--- config.mk ---
export PLATFORM = sky130hd
export DESIGN_NAME = pipe_stage_skid_flat
export DESIGN_NICKNAME = d
export VERILOG_FILES = /design/src/rtl/pipe_stage_skid_if.sv /design/src/rtl/pipe_stage_skid.sv /design/src/flat_wrapper.sv
export SDC_FILE = /design/constraint.sdc
export NUM_CORES = 1
export LEC_CHECK = 0
export CORE_MARGIN = 2
export CORE_UTILIZATION = 32
export DETAILED_ROUTE_END_ITERATION = 7
export PLACE_DENSITY_LB_ADDON = 0.12
export SETUP_SLACK_MARGIN = 0.02
export SLEW_MARGIN = 10
export SYNTH_ARGS = -nofsm -noshare
export SYNTH_HDL_FRONTEND = slang
export SYNTH_SLANG_ARGS = --single-unit
--- constraint.sdc ---
create_clock -name i_clk -period 1.9 [get_ports i_clk]
set_input_delay 0.285 -clock i_clk [delete_from_list [all_inputs] [get_ports i_clk]]
set_output_delay 0.285 -clock i_clk [all_outputs]
set_load 0.03 [all_outputs]
--- src/rtl/pipe_stage_skid_if.sv ---
// Handshake bundle for pipe_stage_skid.
// slave is the stage's view, master the surrounding pipeline's view.
interface pipe_stage_skid_if #(
  parameter int DATA_W = 95,
  parameter int CTRL_W = 13,
  parameter int PC_W   = 32
);
  logic              i_valid;
  logic              o_ready;
  logic [DATA_W-1:0] i_data;
  logic [CTRL_W-1:0] i_ctrl;
  logic [PC_W-1:0]   i_pc;
  logic              o_valid;
  logic              i_ready;
  logic [DATA_W-1:0] o_data;
  logic [CTRL_W-1:0] o_ctrl;
  logic [PC_W-1:0]   o_pc;
  logic              i_flush;
  logic [PC_W-1:0]   o_epc;
  logic              o_epc_valid;
  logic [1:0]        o_count;

  modport slave (
    input  i_valid, i_data, i_ctrl, i_pc,
    input  i_ready, i_flush,
    output o_ready, o_valid, o_data, o_ctrl,
    output o_pc, o_epc, o_epc_valid, o_count
  );

  modport master (
    output i_valid, i_data, i_ctrl, i_pc,
    output i_ready, i_flush,
    input  o_ready, o_valid, o_data, o_ctrl,
    input  o_pc, o_epc, o_epc_valid, o_count
  );
endinterface

--- src/rtl/pipe_stage_skid.sv ---
// Pipeline stage register with one-entry skid buffer,
// synchronous flush and exception-PC capture.
module pipe_stage_skid #(
  parameter int DATA_W    = 95,
  parameter int CTRL_W    = 13,
  parameter int PC_W      = 32,
  parameter bit ZERO_DATA = 1'b1
) (
  input  logic i_clk,
  input  logic i_rst_n,
  pipe_stage_skid_if.slave s
);

  // encoding doubles as the occupancy count
  typedef enum logic [1:0] {
    EMPTY = 2'd0,
    ONE   = 2'd1,
    TWO   = 2'd2
  } state_e;

  state_e            state_q, state_d;
  logic [DATA_W-1:0] mdata_q, mdata_d;
  logic [CTRL_W-1:0] mctrl_q, mctrl_d;
  logic [PC_W-1:0]   mpc_q, mpc_d;
  logic [DATA_W-1:0] sdata_q, sdata_d;
  logic [CTRL_W-1:0] sctrl_q, sctrl_d;
  logic [PC_W-1:0]   spc_q, spc_d;
  logic [PC_W-1:0]   epc_q, epc_d;
  logic              epcv_q, epcv_d;

  logic              accept;
  logic              take;
  logic [DATA_W-1:0] bub_data;

  assign accept   = s.i_valid & (state_q != TWO);
  assign take     = (state_q != EMPTY) & s.i_ready;
  assign bub_data = ZERO_DATA ? '0 : mdata_q;

  always_comb begin
    state_d = state_q;
    mdata_d = mdata_q;
    mctrl_d = mctrl_q;
    mpc_d   = mpc_q;
    sdata_d = sdata_q;
    sctrl_d = sctrl_q;
    spc_d   = spc_q;
    epc_d   = epc_q;
    epcv_d  = 1'b0;
    if (s.i_flush) begin
      state_d = EMPTY;
      mctrl_d = '0;
      mdata_d = bub_data;
      if (state_q != EMPTY) begin
        epc_d  = mpc_q;
        epcv_d = 1'b1;
      end
    end else begin
      case (state_q)
        EMPTY: begin
          if (accept) begin
            state_d = ONE;
            mdata_d = s.i_data;
            mctrl_d = s.i_ctrl;
            mpc_d   = s.i_pc;
          end
        end
        ONE: begin
          if (accept && take) begin
            mdata_d = s.i_data;
            mctrl_d = s.i_ctrl;
            mpc_d   = s.i_pc;
          end else if (accept) begin
            state_d = TWO;
            sdata_d = s.i_data;
            sctrl_d = s.i_ctrl;
            spc_d   = s.i_pc;
          end else if (take) begin
            state_d = EMPTY;
            mctrl_d = '0;
            mdata_d = bub_data;
          end
        end
        TWO: begin
          if (take) begin
            state_d = ONE;
            mdata_d = sdata_q;
            mctrl_d = sctrl_q;
            mpc_d   = spc_q;
          end
        end
        default: begin
          state_d = EMPTY;
          mctrl_d = '0;
          mdata_d = bub_data;
        end
      endcase
    end
  end

  always_ff @(posedge i_clk or negedge i_rst_n) begin
    if (!i_rst_n) begin
      state_q <= EMPTY;
      mdata_q <= '0;
      mctrl_q <= '0;
      mpc_q   <= '0;
      sdata_q <= '0;
      sctrl_q <= '0;
      spc_q   <= '0;
      epc_q   <= '0;
      epcv_q  <= 1'b0;
    end else begin
      state_q <= state_d;
      mdata_q <= mdata_d;
      mctrl_q <= mctrl_d;
      mpc_q   <= mpc_d;
      sdata_q <= sdata_d;
      sctrl_q <= sctrl_d;
      spc_q   <= spc_d;
      epc_q   <= epc_d;
      epcv_q  <= epcv_d;
    end
  end

  assign s.o_ready     = (state_q != TWO);
  assign s.o_valid     = (state_q != EMPTY);
  assign s.o_count     = state_q;
  assign s.o_data      = mdata_q;
  assign s.o_ctrl      = mctrl_q;
  assign s.o_pc        = mpc_q;
  assign s.o_epc       = epc_q;
  assign s.o_epc_valid = epcv_q;

endmodule

--- src/flat_wrapper.sv ---
// flat-port wrapper written by rule: the top's interface ports become plain ports
module pipe_stage_skid_flat 
#(
  parameter int DATA_W    = 95,
  parameter int CTRL_W    = 13,
  parameter int PC_W      = 32,
  parameter bit ZERO_DATA = 1'b1
)
  (i_clk, i_rst_n, s_i_valid, s_i_data, s_i_ctrl, s_i_pc, s_i_ready, s_i_flush, s_o_ready, s_o_valid, s_o_data, s_o_ctrl, s_o_pc, s_o_epc, s_o_epc_valid, s_o_count);
  pipe_stage_skid_if #(.DATA_W(DATA_W), .CTRL_W(CTRL_W), .PC_W(PC_W)) s_i ();
  input  logic i_clk;
  input  logic i_rst_n;
  input wire logic [$bits(s_i.i_valid)-1:0] s_i_valid;
  input wire logic [$bits(s_i.i_data)-1:0] s_i_data;
  input wire logic [$bits(s_i.i_ctrl)-1:0] s_i_ctrl;
  input wire logic [$bits(s_i.i_pc)-1:0] s_i_pc;
  input wire logic [$bits(s_i.i_ready)-1:0] s_i_ready;
  input wire logic [$bits(s_i.i_flush)-1:0] s_i_flush;
  output wire logic [$bits(s_i.o_ready)-1:0] s_o_ready;
  output wire logic [$bits(s_i.o_valid)-1:0] s_o_valid;
  output wire logic [$bits(s_i.o_data)-1:0] s_o_data;
  output wire logic [$bits(s_i.o_ctrl)-1:0] s_o_ctrl;
  output wire logic [$bits(s_i.o_pc)-1:0] s_o_pc;
  output wire logic [$bits(s_i.o_epc)-1:0] s_o_epc;
  output wire logic [$bits(s_i.o_epc_valid)-1:0] s_o_epc_valid;
  output wire logic [$bits(s_i.o_count)-1:0] s_o_count;
  assign s_i.i_valid = s_i_valid;
  assign s_i.i_data = s_i_data;
  assign s_i.i_ctrl = s_i_ctrl;
  assign s_i.i_pc = s_i_pc;
  assign s_i.i_ready = s_i_ready;
  assign s_i.i_flush = s_i_flush;
  assign s_o_ready = s_i.o_ready;
  assign s_o_valid = s_i.o_valid;
  assign s_o_data = s_i.o_data;
  assign s_o_ctrl = s_i.o_ctrl;
  assign s_o_pc = s_i.o_pc;
  assign s_o_epc = s_i.o_epc;
  assign s_o_epc_valid = s_i.o_epc_valid;
  assign s_o_count = s_i.o_count;
  pipe_stage_skid #(.DATA_W(DATA_W), .CTRL_W(CTRL_W), .PC_W(PC_W), .ZERO_DATA(ZERO_DATA)) u_core (.i_clk(i_clk), .i_rst_n(i_rst_n), .s(s_i));
endmodule
==> flow_metrics.env, run 1 <==
export IMPL_outcome="finished clean"
export IMPL_cts_clk_slew_worst_paths_ns=0.05
export IMPL_regToRegEndpoint="u_core.s.o_pc[14]"
export IMPL_clock_power_share=0.342
export IMPL_cts_max_path_buffers=3
export IMPL_number_of_enable_type_register_cells_in_the_synthesized_netlist=0
export IMPL_clock_sinks=315
export IMPL_overflow=0
export IMPL_multiInputGateArea_mm2=0.00459
export IMPL_globalRouteTotalUtil=0.172
export IMPL_critical_path_reg2reg_startpoint="u_core.s.o_count[1]"
export IMPL_hp_class="in2async"
export IMPL_critical_path_n_buffers_inverters=1
export IMPL_critPathMaxFanout=2
export IMPL_yosys_most_used_dff="sky130_fd_sc_hd__dfrtp_1"
export IMPL_floorplan_die_width_um=204
export IMPL_effective_utilization_at_floorplan=0.324
export IMPL_layout_area_overhead_vs_synth_pct=41.9
export IMPL_cts_tree="done"
export IMPL_setup_viol=0
export IMPL_syn_area_mm2=0.0128
export IMPL_post_synth_main_area_contributors="sky130_fd_sc_hd__dfrtp_1 (61%), sky130_fd_sc_hd__mux2_2 (12%), sky130_fd_sc_hd__mux2_1 (8.8%)"
export IMPL_finalNetCount=1360
export IMPL_switching_share=0.296
export IMPL_mostFrequentLayoutCell="sky130_fd_sc_hd__dfrtp_1"
export IMPL_grt_setup_unrepaired="true"
export IMPL_overall_power_of_the_completed_layout_mw=20.8
export IMPL_fin_tns_setup_ns=0
export IMPL_powerDensity_mw_per_mm2=1140
export IMPL_clockRootBuffer="sky130_fd_sc_hd__clkbuf_16"
export IMPL_period_share=0.975
export IMPL_vias_in_the_first_global_route=9184
export IMPL_routabilityCongestion=0.725
export IMPL_die_area_mm2=0.0417
export IMPL_port_buffers=321
export IMPL_dieHeight_um=204
export IMPL_cp_arrival_ns=1.57
export IMPL_crit_slowest_cell="sky130_fd_sc_hd__clkdlybuf4s50_1"
export IMPL_grt_first_pass_wirelength_mm=55.7
export IMPL_timing_critical_path_slowest_cell_delay_ns=0.68
export IMPL_postSynthRegisterBits=315
export IMPL_max_cap_viol_count=0
export IMPL_antenna_violations_before_repair=1
export IMPL_detail_route_iter0_violations=330
export IMPL_insertedDiodeCount=0
export IMPL_drtPass1Iterations=4
export IMPL_place_detailed_hpwl_mm=23.5
export IMPL_routed_wl_mm=35.9
export IMPL_worst_slew_pin_transition_ns=0.464
export IMPL_post_synth_inst_count=863
export IMPL_synthDistinctLibCells=26
export IMPL_final_max_slew_viol_count=0
export IMPL_grt_start_max_net_pins=58
export IMPL_core_region_mm2=0.0396
export IMPL_critical_path_top_delay_family="buffers and inverters"
export IMPL_power_combinational_fraction=0.225
export IMPL_post_synth_top_area_fraction=0.614
export IMPL_vias=8754
export IMPL_vdd_ir_drop_max_mv=0.695
export IMPL_synth_top_cell_by_area="sky130_fd_sc_hd__dfrtp_1"
export IMPL_post_dr_vias_cell=4.96
export IMPL_design_portCount=322
export IMPL_wl_per_cell_um=20.3
export IMPL_antenna_violating_nets_post_route=0
export IMPL_timing_clock_skew_ns=0.0110
export IMPL_postSynthNetCount=1008
export IMPL_report_final_hold_viol_count=0
export IMPL_static_leakage_power_nw=8.44
export IMPL_critical_path_required_ns=1.62
export IMPL_final_cell_mix="sky130_fd_sc_hd__dfrtp_1 (313), sky130_fd_sc_hd__dlygate4sd2_1 (153), sky130_fd_sc_hd__clkdlybuf4s50_1 (152), sky130_fd_sc_hd__mux2_2 (136), sky130_fd_sc_hd__a22oi_1 (108)"
export IMPL_remaining_drc_errors=0
export IMPL_crit_chain="clkdlybuf4s50_1"
export IMPL_rows=73
export IMPL_clk_latency_ns=0.54
export IMPL_area_sequential_mm2=0.00789
export IMPL_clock_tree_htree_level_count=2
export IMPL_syn_area_cell_um2=14.9
export IMPL_worst_setup_path_type="reg2out"
export IMPL_power_frac_seq=0.433
export IMPL_power_switching_mw=6.14
export IMPL_reg2reg_setup_slack_ns=0.09
export IMPL_worst_reg_to_reg_cells=7
export IMPL_endpoint_kind="output port"
export IMPL_slew_headroom=0.691
export IMPL_synth_yosys_warnings=0
export IMPL_fillerInstances=3733
export IMPL_async_flop_share=1.00
export IMPL_layout_min_cycle_time_ns=1.85
export IMPL_internal_power_mw=14.6
export IMPL_synth_seq_area_share=0.614
export IMPL_worstSetupStartpointType="flop"
export IMPL_clock_fmax_mhz=540
export IMPL_numCtsBuffers=39
export IMPL_final_layout_size_suffix_gt1_frac=0.219
[flip-flops by register name, summed over array words and instances (netlist names)]
signal / cells
u_core.s.o_data: 95
u_core.sdata_q: 95
u_core.s.o_epc: 32
u_core.s.o_count: 2
u_core.s.o_epc_valid: 1
u_core.s.o_pc: 32
u_core.s.o_ctrl: 13
u_core.spc_q: 32
u_core.sctrl_q: 13
[logic make-up after synthesis]
| kind of cell | share of synthesized area |
|---|---|
| AND/OR/NAND/NOR | 0.00565 |
| buffers and inverters | 0.0318 |
| XOR/XNOR | 0.000682 |
| multiplexers | 0.207 |
| AO/OA/AOI/OAI | 0.141 |
| flip-flops | 0.614 |
[worst register-to-register path, stage by stage, from the launching register on]
cell,delay (ns)
sky130_fd_sc_hd__dfrtp_2,0.39
sky130_fd_sc_hd__buf_4,0.12
sky130_fd_sc_hd__nor2b_4,0.16
sky130_fd_sc_hd__buf_4,0.14
sky130_fd_sc_hd__nand2_1,0.10
sky130_fd_sc_hd__a21oi_4,0.18
sky130_fd_sc_hd__buf_12,0.21
sky130_fd_sc_hd__mux2_2,0.37
[synth_stat cells, types with 2 or more instances]
library cell and n:
sky130_fd_sc_hd__buf_4 22, sky130_fd_sc_hd__mux2_1 100, sky130_fd_sc_hd__a22oi_1 108, sky130_fd_sc_hd__mux2_2 136, sky130_fd_sc_hd__a21oi_2 2, sky130_fd_sc_hd__o2bb2ai_1 108
sky130_fd_sc_hd__nor2b_1 2, sky130_fd_sc_hd__inv_1 3, sky130_fd_sc_hd__clkbuf_1 26, sky130_fd_sc_hd__buf_1 3, sky130_fd_sc_hd__buf_2 20, sky130_fd_sc_hd__dfrtp_1 315
sky130_fd_sc_hd__buf_6 2, sky130_fd_sc_hd__nand2_1 4
[area by class of cell]
| class | instances | share of cell area |
|---|---|---|
| Tap cell | 525 | 0.0361 |
| Multi-Input combinational cell | 472 | 0.252 |
| Sequential cell | 315 | 0.433 |
| Timing Repair Buffer | 384 | 0.211 |
| Inverter | 3 | 0.000618 |
| Clock buffer | 58 | 0.0653 |
| Clock inverter | 8 | 0.00220 |
[metrics by stage]
| stage | setup slack, ns | cells | hold WS, ns | instance area, um^2 | utilization |
|---|---|---|---|---|---|
| 4_1_cts | -0.153 | 1764 | 0.235 | 18200 | 0.458 |
| 6_report | 0.0481 | 1765 | 0.250 | 18200 | 0.460 |
| 3_5_place_dp | -0.288 | 1694 | 0.242 | 17100 | 0.431 |
| 2_1_floorplan | 0.0426 | 863 | -0.0106 | 12800 | - |
| 3_3_place_gp | -0.262 | 1694 | 0.239 | 17100 | 0.431 |
| 5_1_grt | 0.0166 | 1765 | 0.261 | 18200 | 0.460 |
[routing by layer]
layer  wire length (um)  part of all wire  vias up  global-route usage
met5                 16           0.00045        -                   0
met4                674             0.019        2              0.0528
met3               2300             0.064       43              0.0478
met2              15700              0.44      221               0.250
met1              17200              0.48     4481               0.248
li1                   -                 -     4007                   -
[timing repair]
item / in CTS / in global routing
resized for setup: 159 / 18
endpoints found under the hold margin: 37 / 0
setup endpoints to repair: 155 / 140
pin swaps: 0 / 0
setup buffers: 3 / 1
hold buffers: 1 / 0
[how the worst max path moves through the flow]
stage          cells after the start                  to  slack, ns           startpoint
4_1_cts                            2           s_o_valid      -0.15  u_core.s.o_count[0]
5_1_grt                            2           s_o_valid       0.02  u_core.s.o_count[0]
6_report                           1          s_o_epc[1]       0.05    u_core.s.o_epc[1]
2_1_floorplan                      4  u_core.s.o_epc[10]       0.04  u_core.s.o_count[0]
3_5_place_dp                       6  u_core.sdata_q[45]      -0.29            s_i_valid
3_3_place_gp                       6  u_core.sdata_q[35]      -0.26            s_i_valid
[power groups by stage]
stage	combinational, mW	clock (mW)	sequential, mW
finish	4.68	7.09	8.98
detailed placement	5.09	0	9.10
global route	5.02	7.62	9.17
CTS	4.76	7.35	8.99
floorplan	1.60	0	10.1
global placement	5.05	0	9.05
No activity file was read; power rests on OpenSTA's default activity.
==> run 2, diff against run 1 <==
GPL_TIMING_DRIVEN = 0   (was unset)
PLACE_DENSITY = 0.59   (was unset)
PLACE_DENSITY_LB_ADDON = unset   (was 0.12)
clock period = 2.11 ns   (was 1.9 ns; I/O delays follow)
==> flow_metrics.env, run 2 (same netlist as run 1, synthesis figures left out) <==
export IMPL_grt_first_pass_wirelength_mm=56.2
export IMPL_clk_latency_ns=0.53
export IMPL_final_core_density=0.455
export IMPL_antenna_violating_nets_post_route=0
export IMPL_whs_ns=0.220
export IMPL_clockRootBuffer="sky130_fd_sc_hd__clkbuf_16"
export IMPL_report_final_hold_viol_count=0
export IMPL_numCtsBuffers=37
export IMPL_outcome="finished clean"
export IMPL_crit_chain="buf_4, clkdlybuf4s50_1"
export IMPL_crit_slowest_cell="sky130_fd_sc_hd__clkdlybuf4s50_1"
export IMPL_remaining_drc_errors=0
export IMPL_cp_arrival_ns=1.71
export IMPL_final_layout_size_suffix_gt1_frac=0.205
export IMPL_drtPass1Iterations=4
export IMPL_design_portCount=322
export IMPL_grt_setup_unrepaired="true"
export IMPL_insertedDiodeCount=0
export IMPL_wl_per_cell_um=20.0
export IMPL_floorplan_die_width_um=204
export IMPL_worstSetupStartpointType="flop"
export IMPL_detail_route_iter0_violations=410
export IMPL_critical_path_n_buffers_inverters=2
export IMPL_rows=73
export IMPL_timing_clock_skew_ns=0.0101
export IMPL_fillerInstances=3645
export IMPL_final_cell_mix="sky130_fd_sc_hd__clkdlybuf4s50_1 (317), sky130_fd_sc_hd__dfrtp_1 (313), sky130_fd_sc_hd__mux2_2 (136), sky130_fd_sc_hd__a22oi_1 (108), sky130_fd_sc_hd__o2bb2ai_1 (108)"
export IMPL_grt_start_max_net_pins=110
export IMPL_static_leakage_power_nw=7.64
export IMPL_place_detailed_hpwl_mm=24.3
export IMPL_dpl_cell_count=1711
export IMPL_slew_headroom=0.609
export IMPL_cts_max_path_buffers=3
export IMPL_clock_tree_htree_level_count=2
export IMPL_timing_critical_path_slowest_cell_delay_ns=0.67
export IMPL_antenna_violations_before_repair=1
export IMPL_period_share=0.959
export IMPL_die_area_mm2=0.0417
export IMPL_layout_area_overhead_vs_synth_pct=40.5
export IMPL_clock_sinks=315
export IMPL_port_buffers=320
export IMPL_cts_clk_slew_worst_paths_ns=0.05
export IMPL_clock_fmax_mhz=494
export IMPL_core_region_mm2=0.0396
export IMPL_vdd_ir_drop_max_mv=0.684
export IMPL_hp_class="in2reg"
export IMPL_effective_utilization_at_floorplan=0.324
export IMPL_max_cap_viol_count=0
export IMPL_worst_setup_path_type="reg2out"
export IMPL_powerDensity_mw_per_mm2=1030
export IMPL_routabilityCongestion=0.746
export IMPL_dieHeight_um=204
export IMPL_endpoint_kind="output port"
export IMPL_globalRouteTotalUtil=0.173
export IMPL_routed_wl_mm=35.5
export IMPL_fin_cells=1779
export IMPL_critical_path_required_ns=1.79
export IMPL_vias_in_the_first_global_route=9470
export IMPL_setup_viol=0
export IMPL_vias=8838
export IMPL_overflow=0
export IMPL_worst_slew_pin_transition_ns=0.587
export IMPL_critical_path_top_delay_family="buffers and inverters"
export IMPL_critPathMaxFanout=4
export IMPL_final_max_slew_viol_count=0
export IMPL_finalNetCount=1381
export IMPL_post_dr_vias_cell=4.97
export IMPL_cts_tree="done"
export IMPL_mostFrequentLayoutCell="sky130_fd_sc_hd__clkdlybuf4s50_1"
export IMPL_layout_min_cycle_time_ns=2.02
==> run 2: changes by cell type in the layout (fill, tap and decap cells not counted), moves of 4 or more <==
cell	previous run	this run
sky130_fd_sc_hd__clkdlybuf4s50_1	152	317
sky130_fd_sc_hd__dlymetal6s2s_1	13	0
sky130_fd_sc_hd__buf_4	37	33
sky130_fd_sc_hd__clkbuf_1	7	29
sky130_fd_sc_hd__clkbuf_16	41	37
sky130_fd_sc_hd__buf_2	0	16
sky130_fd_sc_hd__clkbuf_4	0	4
sky130_fd_sc_hd__buf_12	25	1
sky130_fd_sc_hd__dlygate4sd2_1	153	0
==> run 2: worst paths after layout <==
kind | startpoint | end | slack (ns) | cells after the start
max | u_core.s.o_count[0] | s_o_count[0] | 0.09 | 2
min | s_i_flush | u_core.s.o_count[0] | 0.22 | 2
max reg2reg | u_core.s.o_count[0] | u_core.s.o_pc[0] | 0.15 | 7
min reg2reg | u_core.spc_q[9] | u_core.spc_q[9] | 0.48 | 1
max in group asynchronous | i_rst_n | u_core.sdata_q[77] | 0.58 | 4
min in group asynchronous | i_rst_n | u_core.s.o_epc[20] | 0.24 | 2
==> run 2: layout make-up <==
type	count	area, um^2	share of cell area
flip-flops and latches	315	7890	0.437
multi-input cells	472	4560	0.253
repair buffers	335	3380	0.188
clock buffers	50	1050	0.0585
well taps	525	657	0.0364
plain buffers	72	417	0.0231
clock inverters	7	62.6	0.00347
inverters	3	11.3	0.000625
==> run 2: metal layers <==
layer | up-vias | wire length (um) | global-route usage
met3 | 44 | 2610 | 0.0501
met5 | - | 0 | 0
met4 | 0 | 688 | 0.0512
met1 | 4510 | 16200 | 0.237
li1 | 4028 | - | -
met2 | 256 | 16000 | 0.266
==> run 2: what timing repair did <==
action,4_1_cts,5_1_grt
resized for setup,17,8
hold endpoints to repair,30,0
pin swaps,1,0
hold buffers,1,0
buffers inserted,8,3
setup endpoints to repair,245,81
==> run 2: per-stage QoR <==
| stage | area (um^2) | power (mW) | setup slack [ns] | setup TNS (ns) |
|---|---|---|---|---|
| after detailed placement | 16800 | 12.7 | -0.730 | -134.98 |
| after global placement | 16700 | 12.6 | -13.41 | -4345.55 |
| after global routing | 18000 | 19.5 | 0.000261 | 0 |
| after floorplan | 12800 | 10.6 | 0.253 | 0 |
| final | 18000 | 18.6 | 0.0869 | 0 |
| after CTS | 18000 | 18.9 | -0.200 | -0.200 |
==> run 2: where the power goes <==
group	internal [mW]	switching (mW)
clock network	3.58	2.43
registers	7.38	0.706
logic	2.18	2.30
==> variant (config.mk and constraints of run 2) <==
`ZERO_DATA` is set to 1'b1 in 2 places; all go to 1'b0.
--- a/src/rtl/pipe_stage_skid.sv
+++ b/src/rtl/pipe_stage_skid.sv
@@ -6,3 +6,3 @@
   parameter int PC_W      = 32,
-  parameter bit ZERO_DATA = 1'b1
+  parameter bit ZERO_DATA = 1'b0
 ) (
--- a/src/flat_wrapper.sv
+++ b/src/flat_wrapper.sv
@@ -6,3 +6,3 @@
   parameter int PC_W      = 32,
-  parameter bit ZERO_DATA = 1'b1
+  parameter bit ZERO_DATA = 1'b0
 )
Function: changed (Yosys sat finds a counterexample within 4 cycles, from zero or initial values and one cycle with i_rst_n low).
==> variant against run 2 <==
- routed wire length down 3.6%
- area after synthesis is 5.1% higher
- setup slack worse by 14 ps
- final area up 5.9%
- via count down 5.2%
- sequential cell count unchanged
- synthesized cell count fell by 2.4%
- total power grew 11%
- largest cell class unchanged
- largest power group unchanged
==> variant: results <==
group,metric,value,unit
outcome,status,"completed",
logic_synthesis,synthTopCellsByCount,"315 x dfrtp_1, 268 x mux2_2, 143 x mux2_1",
layout,nNetsFinal,1373,
logic_synthesis,synthMuxAreaShare,36.0,%
routing,drt_iter0_markers,302,
logic_synthesis,yosysSeqAreaShare,58.5,%
routing,viasPerCell,4.67,
timing,relSlewSlack,56.1,%
timing,clock_skew,8.91,ps
placed_design,hpwl,23600,µm
logic_synthesis,synth_cell_types,30,
placed_design,post-place-ws,-720,ps
routing,wirelength,34200,µm
cts,cts_made_buffers,39,
placed_design,place_congestion,0.712,
logic_synthesis,synth_area_leaders,"dfrtp_1 58%, mux2_2 22%, mux2_1 12%",
global_routing,antenna_found_initial,4,
global_routing,grt_pass1_wl,52800,µm
setup_path,path_max_fanout,7,
logic_synthesis,synth_xor_xnor_area_share,0.0649,%
pwr,vdd_drop_max,711,µV
layout,drive_gt1_share,34.1,%
global_routing,grt_max_degree,91,
pwr,power.leakage,8.05,nW
global_routing,grt_use_total,15.6,%
logic_synthesis,synth_compound_area_share,1.91,%
## variant: cell count changes after synthesis, moves of 15 or more
cell              run 2  this run
clkbuf_1             26         3
a22oi_1             108        13
mux2_4                0        15
o2bb2ai_1           108        13
mux2_2              136       268
mux2_1              100       143
## variant: routing by layer
layer	part of all wire, %	track usage [%]	up-vias
met5	0.067	0	-
met4	1.8	4.58	4
met3	7.9	5.61	43
met2	47	24.7	223
met1	44	20.1	4276
li1	-	-	3829
## variant: kinds of logic (layout without fill, tap and decap cells)
group / after synthesis / in the layout
buffers and inverters: 55 / 468
AO/OA/AOI/OAI: 33 / 33
multiplexers: 426 / 426
flip-flops: 315 / 315
XOR/XNOR: 1 / 1
AND/OR/NAND/NOR: 12 / 12
## variant: path summary, 6_finish.rpt
check	end	slack, ps	cells past startpoint
worst max-delay path	s_o_count[0]	70	1
worst min-delay path	u_core.s.o_count[0]$_DFFE_PN0P_	170	2
worst max register to register	u_core.s.o_data[14]$_DFFE_PN0P_	80	9
worst min register to register	u_core.sdata_q[7]$_DFFE_PN0P_	480	1
max in group asynchronous	u_core.sdata_q[32]$_DFFE_PN0P_	560	4
min in group asynchronous	u_core.sdata_q[5]$_DFFE_PN0P_	330	2
## variant: area by class of cell
class / instances / area [µm²] / area share, %
tap: 539 / 674 / 3.53
inverter: 3 / 13.8 / 0.0721
clock inverter: 8 / 72.6 / 0.380
timing repair buffer: 346 / 3550 / 18.6
clock buffer: 60 / 1180 / 6.17
buffer: 51 / 475 / 2.49
multi-input combinational: 472 / 5240 / 27.5
sequential: 315 / 7890 / 41.3
## variant: power breakdown
part	internal (mW)	total, mW	switching (mW)	leakage (nW)
clock network	3.95	6.51	2.55	0.618
registers	7.60	8.39	0.790	3.81
logic	2.89	5.66	2.77	3.62
total	14.4	20.6	6.11	8.05
## variant: worst reg2reg max path, cell delays in order, from the launching register on
cell     delay (ps)
dfrtp_2         460
nor2b_4         130
buf_6           130
buf_6           110
nand2_4          60
a21oi_4         210
buf_8           170
buf_12          170
buf_12          140
mux2_2          340
## variant: repair_timing
action                                  CTS  global route
endpoints found under the hold margin    69             0
buffers inserted                          5            13
gates resized for setup                  30            15
endpoints found under the setup margin  141           224
pin swaps                                 0             1
gates cloned                              1             3
hold buffers                              1             0
## variant: stage by stage
step | cells | util [%] | total power [mW] | hold WS (ps) | cell area [µm²]
finish | 1794 | 45.7 | 20.6 | 169 | 19100
global route | 1794 | 45.7 | 21.6 | 190 | 19100
CTS | 1778 | 45.2 | 20.8 | 138 | 18900
detailed placement | 1704 | 41.8 | 14.1 | 334 | 17500
global placement | 1701 | 41.6 | 14.0 | 461 | 17400
floorplan | 842 | - | 11.6 | 20.9 | 13500
